<file path="src/rtl/pulse_meas.sv">
// Pulse train measurement: per-period length and HIGH time, with a no-edge timeout.
// Define PULSE_MEAS_SYNC_EN to pass pulse_in through a 2-flop synchronizer.
//
// state | meaning
// IDLE  | waiting for the first rising edge; no measurement in progress
// RUN   | counting cycles since the last rising edge
module pulse_meas #(
  parameter int CNTR_WIDTH = 32
) (
  input  logic                  clk,
  input  logic                  nrst,
  input  logic                  en,
  input  logic                  pulse_in,
  input  logic [CNTR_WIDTH-1:0] timeout_max,
  output logic [CNTR_WIDTH-1:0] period_out,
  output logic [CNTR_WIDTH-1:0] high_out,
  output logic                  meas_valid,
  output logic                  timeout,
  output logic                  level_out,
  output logic                  busy
);

  typedef enum logic {IDLE, RUN} state_t;

  localparam logic [CNTR_WIDTH-1:0] CNT_ONE = CNTR_WIDTH'(1);

  state_t                state;
  logic                  s;
  logic                  s_d1;
  logic                  rise;
  logic [CNTR_WIDTH-1:0] lim;
  logic [CNTR_WIDTH-1:0] period_cnt;
  logic [CNTR_WIDTH-1:0] high_cnt;

`ifdef PULSE_MEAS_SYNC_EN
  logic [1:0] sync_q;

  always_ff @(posedge clk) begin
    if (!nrst) sync_q <= 2'b00;
    else       sync_q <= {sync_q[0], pulse_in};
  end

  assign s = sync_q[1];
`else
  assign s = pulse_in;
`endif

  // Edge history runs even while disabled so re-enabling never sees a stale level.
  always_ff @(posedge clk) begin
    if (!nrst) s_d1 <= 1'b0;
    else       s_d1 <= s;
  end

  assign rise = s & ~s_d1;
  assign lim  = (timeout_max == '0) ? '1 : timeout_max;

  always_ff @(posedge clk) begin
    if (!nrst) begin
      state      <= IDLE;
      period_cnt <= '0;
      high_cnt   <= '0;
      period_out <= '0;
      high_out   <= '0;
      meas_valid <= 1'b0;
      timeout    <= 1'b0;
      level_out  <= 1'b0;
      busy       <= 1'b0;
    end else begin
      meas_valid <= 1'b0;
      timeout    <= 1'b0;
      if (!en) begin
        state      <= IDLE;
        busy       <= 1'b0;
        period_cnt <= '0;
        high_cnt   <= '0;
      end else begin
        case (state)
          IDLE: begin
            if (rise) begin
              period_cnt <= CNT_ONE;
              high_cnt   <= CNT_ONE;
              state      <= RUN;
              busy       <= 1'b1;
            end
          end
          RUN: begin
            // An edge landing on the limit still counts as a valid period.
            if (rise) begin
              period_out <= period_cnt;
              high_out   <= high_cnt;
              meas_valid <= 1'b1;
              period_cnt <= CNT_ONE;
              high_cnt   <= CNT_ONE;
            end else if (period_cnt >= lim) begin
              timeout   <= 1'b1;
              level_out <= s;
              state     <= IDLE;
              busy      <= 1'b0;
            end else begin
              period_cnt <= period_cnt + CNT_ONE;
              high_cnt   <= high_cnt + CNTR_WIDTH'(s);
            end
          end
          default: begin
            state <= IDLE;
            busy  <= 1'b0;
          end
        endcase
      end
    end
  end

endmodule
</file>
<file path="config.mk">
export PLATFORM = sky130hd
export DESIGN_NAME = pulse_meas
export DESIGN_NICKNAME = d
export VERILOG_FILES = /design/src/rtl/pulse_meas.sv
export SDC_FILE = /design/constraint.sdc
export NUM_CORES = 1
export LEC_CHECK = 0
export ABC_CLOCK_PERIOD_IN_PS = 8460
export CORE_MARGIN = 2
export CORE_UTILIZATION = 36
export DETAILED_ROUTE_END_ITERATION = 16
export GPL_TIMING_DRIVEN = 0
export PLACE_DENSITY = 0.61
export SYNTH_ARGS = -nofsm -noshare
export SYNTH_HDL_FRONTEND = slang
export SYNTH_SLANG_ARGS = --single-unit
export TNS_END_PERCENT = 1
</file>
<file path="constraint.sdc">
create_clock -name clk -period 8.46 [get_ports clk]
set_clock_uncertainty 0.15 [all_clocks]
set_input_delay 0.846 -clock clk [delete_from_list [all_inputs] [get_ports clk]]
set_output_delay 0.846 -clock clk [all_outputs]
set_load 0.02 [all_outputs]
</file>
Word-level counts from Yosys, hierarchy flattened
Cells that the tools add are included.
{ "word_totals": {"ff_bits": 134, "inputBits": 36, "output_inout_bits": 68, "wordCells": 48} }
{ "classes": {"n_addsub": 2, "order_cmp": 1, "eq_ne": 4, "n_mux": 17, "bitwise_logic": 6, "n_reduce_logical": 8} }
{ "op_table": {"columns": ["operator", "n"], "rows": [
  ["2-to-1 mux 32 bit", 6],
  ["case mux 32 bit (2 select lines)", 2],
  ["adder 32 x 1 -> 32 bit", 1],
  ["adder 32 x 1 -> 32 bit (second input constant)", 1],
  ["greater-or-equal comparator 32 bit", 1],
  ["zero test 32 bit", 1],
  ["AND reduction 3 bit", 3],
  ["2-to-1 mux 1 bit", 7],
  ["inverter 1 bit", 5],
  ["!= test 2 bit (second input constant)", 2],
  ["case mux 1 bit (2 select lines)", 2],
  ["AND reduction 2 bit", 2],
  ["AND reduction 4 bit", 1],
  ["OR reduction 4 bit", 1],
  ["!= test 3 bit (second input constant)", 1],
  ["!= test 2 x 1 -> 1 bit (second input constant)", 1],
  ["bitwise AND 1 bit", 1]
]} }

Depth between registers and ports, before layout
{ "logic_depth": {"depth_word": 6, "depth_mapped": 15, "mapped_depth_nobuf": 11} }

Least setup slack after synthesis
No wires, ideal clock.
{ "synth_path": {"path_type": "input-to-reg", "start": "in timeout_max[25]", "end": "reg period_cnt[14]", "setup_ps": 132, "arrival_time_ps": 3837, "t_required_ps": 8178, "setup_slack_ps": 4340, "cell_stages": 14, "cell_sequence": "nor4_1 nand4_1 nor2_1 clkbuf_1 nor2_1 ha_1 a2111o_1 a221o_1 a311o_1 buf_6 buf_6 buf_2 o41ai_1 a21oi_1"} }
{ "synth_via": {"elab_chain_cells": 5} }
{ "synth_lines": {"columns": ["element", "line", "rtl"], "rows": [
  ["start: declaration", "14", "input logic [CNTR_WIDTH-1:0] timeout_max,"],
  ["zero test 32 bit", "55", "assign lim = (timeout_max == '0) ? '1 : timeout_max;"],
  ["2-to-1 mux 32 bit *", "55", null],
  ["greater-or-equal comparator 32 bit *", "94", "end else if (period_cnt >= lim) begin"],
  ["!= test 3 bit (no source line) *", null, null],
  ["AND reduction 2 bit (no source line) *", null, null],
  ["end signal: assignment", "100", "period_cnt <= period_cnt + CNT_ONE;"],
  ["end: declaration", "32", "logic [CNTR_WIDTH-1:0] period_cnt;"]
]} }
Every way passes the cells marked *; elsewhere a longest branch is shown, timed or not.
A chain may end at the register's enable or synchronous reset.

Final worst setup path
{ "layout_path": {"start": "in timeout_max[25]", "end": "reg period_cnt[0]"} }
The elaborated chain is that of the path after synthesis.

==> flow_summary.yaml <==
outcome:
  status: "complete, no violations"
yosys:
  yosys.area.top_type: "dfxtp_1"
  syn_nets: 910
  synth-edff-count: 0
  synth_top_family_by_area: "simple AND/OR/NAND/NOR gates"
  async_reset_ff_share_pct: 0
  synth_cell_types: 48
  synth-compound-area-share_pct: 21.78
  postSynthCellCount: 839
  synth_seq_cells: 134
  synthMuxAreaShare_pct: 0.2926
  synth-simple-area-share_pct: 27.74
  synth.most_common_cell: "nand2_1"
  ys_seq_area_share_pct: 39.20
  synthAdderAreaFrac_pct: 6.400
  netlist_top_cells_count: "166 x nand2_1, 134 x dfxtp_1, 71 x a21oi_1"
  synthXorXnorAreaFrac_pct: 0.1280
  yosysTopAreaCellShare_pct: 39.20
  yosys_warnings: 0
  synth.avg_cell_area_um2: 8.156
  synth.area.top_cells: "dfxtp_1 39%, nand2_1 9.1%, a21boi_0 7.0%"
  synth_ff_type: "dfxtp_1"
  synth_area_um2: 6843
critical_path:
  reg2reg_to: "period_cnt[0]"
  worstSetupEndpointType: "flip-flop"
  rrSetupSlack_ns: 4.73
  path_max_fanout: 10
  reg2reg_depth: 8
  cp.arrival_ns: 5.90
  worst-setup-path-type: "in2reg"
  critPathRequiredTime_ns: 8.66
  rr_startpoint: "period_cnt[30]"
  worst_setup_path_start_kind: "primary input"
layout:
  num_antenna_cells: 0
  fin_nets: 1032
  drive_above_1_share_pct: 4.415
  syn2layout_area_growth_pct: 28.52
power:
  p_total_uw: 1503
  leakagePower_uw: 0.002779
  p_per_area_nw_per_um2: 170.9
  ir_worst_vdd_mv: 0.1509
die:
  die_area_um2: 20130
  die_h_um: 141.9
  initial_utilization_pct: 36.58
  row_count: 50
  core-area_um2: 18710
  die_w_um: 141.9
  pin_count: 104
sta:
  period_needed_ns: 5.700
  report.final.slew_viol_count: 0
  hold_viol: 0
  finalCritPeriodShare_pct: 67.38
  setup_viol: 0
  worstMarginPinSlew_ns: 1.102
  grt_setup_unrepaired: "no"
  finalSetupTns_ns: 0
  relSlewSlack_pct: 25.89
  fmax_ghz: 0.1754
route:
  wire_per_inst_um: 16.04
  first_pass_iters: 5
  first_iter_violations: 460
  drc_errors: 0
  postRouteAntennaNets: 0
  wl_um: 19380
  via_per_inst: 5.480
  vias: 6620
cts:
  cts_tree: "built"
  cts_setup_buffers: 0
  cts.clk_slew.worst_paths_ns: 0.06
  cts_root_buf: "clkbuf_16"
  htree_levels: 4
  post_cts_resized: 0
  hold_buffers: 0
  numCtsBuffers: 17
  clock_latency_ns: 0.42
  cts.sinks: 134
  clock_path_buffers: 2
hold_path:
  holdPathEnd: "high_out[12]"
  holdPathStages: 2
  hp-class: "reg2reg"
  hp-start: "high_out[12]"
run:
  cap_viol_max_count: 0
global_route:
  grt_pass1_vias: 6159
  grt_antenna_before_repair: 0
  grt_max_degree: 17
  grt_pass1_wl_um: 32050
  overflow: 0
  grt_usage_pct: 19.90
place:
  numPortBuffers: 103
  dp_hpwl_um: 14040
  gp_congestion: 0.8519
[worst max-delay path, stage by stage]
cell and delay [ns]:
clkdlybuf4s50_1 0.43, nor4_1 0.34, nand4_1 0.24, nor2_1 0.38, clkbuf_1 0.53, nor2_1 0.09
ha_1 0.31, nand4_1 0.18, nor4_1 0.96, a21bo_1 0.36, clkbuf_1 0.44, clkbuf_1 0.46
o21ai_0 0.14, a31oi_1 0.18
[state kept, by name, indices dropped and copies added (netlist names), 32 cells and up]
register and flops:
high_cnt 32, high_out 32, period_cnt 32, period_out 32
[per-layer routing]
metal / wire, µm / vias up / track usage [%]
li1: - / 3355 / -
met1: 9704 / 3073 / 28.75
met2: 8489 / 174 / 30.40
met3: 1029 / 18 / 4.320
met4: 152 / 0 / 4.474
met5: 0 / - / 0
[how the worst max path moves through the flow]
| stage | from | endpoint | cells after the start |
|---|---|---|---|
| 2_1_floorplan | timeout_max[25] | period_cnt[14] | 14 |
| 3_3_place_gp | timeout_max[25] | high_cnt[0] | 14 |
| 3_5_place_dp | timeout_max[25] | period_cnt[0] | 14 |
| 4_1_cts | timeout_max[25] | period_cnt[0] | 14 |
| 5_1_grt | timeout_max[25] | period_cnt[0] | 14 |
| 6_report | timeout_max[25] | period_cnt[0] | 14 |
[kinds of logic after synthesis]
| logic type | Yosys count |
|---|---|
| AOI/OAI and AO/OA | 220 |
| xor gates and xnor gates | 1 |
| adders and majority gates | 35 |
| buffers and inverters | 67 |
| DFF | 134 |
| muxes | 2 |
| and+or+nand+nor | 380 |
[cell type report]
| class | instances | area (µm²) |
|---|---|---|
| Timing Repair Buffer | 103 | 1031 |
| Tap cell | 234 | 292.8 |
| Sequential cell | 134 | 2683 |
| Fill cell | 1904 | 9911 |
| Multi-Input combinational cell | 638 | 3855 |
| Clock buffer | 18 | 429.2 |
| Inverter | 10 | 37.54 |
| Buffer | 57 | 267.8 |
| Clock inverter | 14 | 198.9 |
[layout by cell type, fill, tap and decap left out, types with 17 or more instances in the layout]
master,n
a21boi_0,64
a21oi_1,71
clkbuf_1,44
clkbuf_16,17
clkdlybuf4s50_1,103
dfxtp_1,134
ha_1,35
nand2_1,166
nand3_1,38
nand4_1,24
nor2_1,44
o31ai_1,53
or4_1,56
[metrics by stage]
step	worst slack [ns]	cell area (µm²)	cells	hold WS (ns)	utilization (%)
3_3_place_gp	2.366	8167	1176	0.3024	43.66
5_1_grt	2.322	8795	1208	0.3339	47.02
3_5_place_dp	2.314	8167	1176	0.3064	43.66
4_1_cts	2.747	8795	1208	0.3152	47.02
2_1_floorplan	4.340	6843	839	0.2910	-
6_report	2.760	8795	1208	0.3108	47.02
[power by group]
| group | switching (µW) | leakage, µW | internal (µW) |
|---|---|---|---|
| registers | 1.51 | 0.00108 | 632 |
| logic | 38.9 | 0.00140 | 30.5 |
| clock network | 303 | 0.000299 | 497 |
Power figures use the tool's default switching activity.
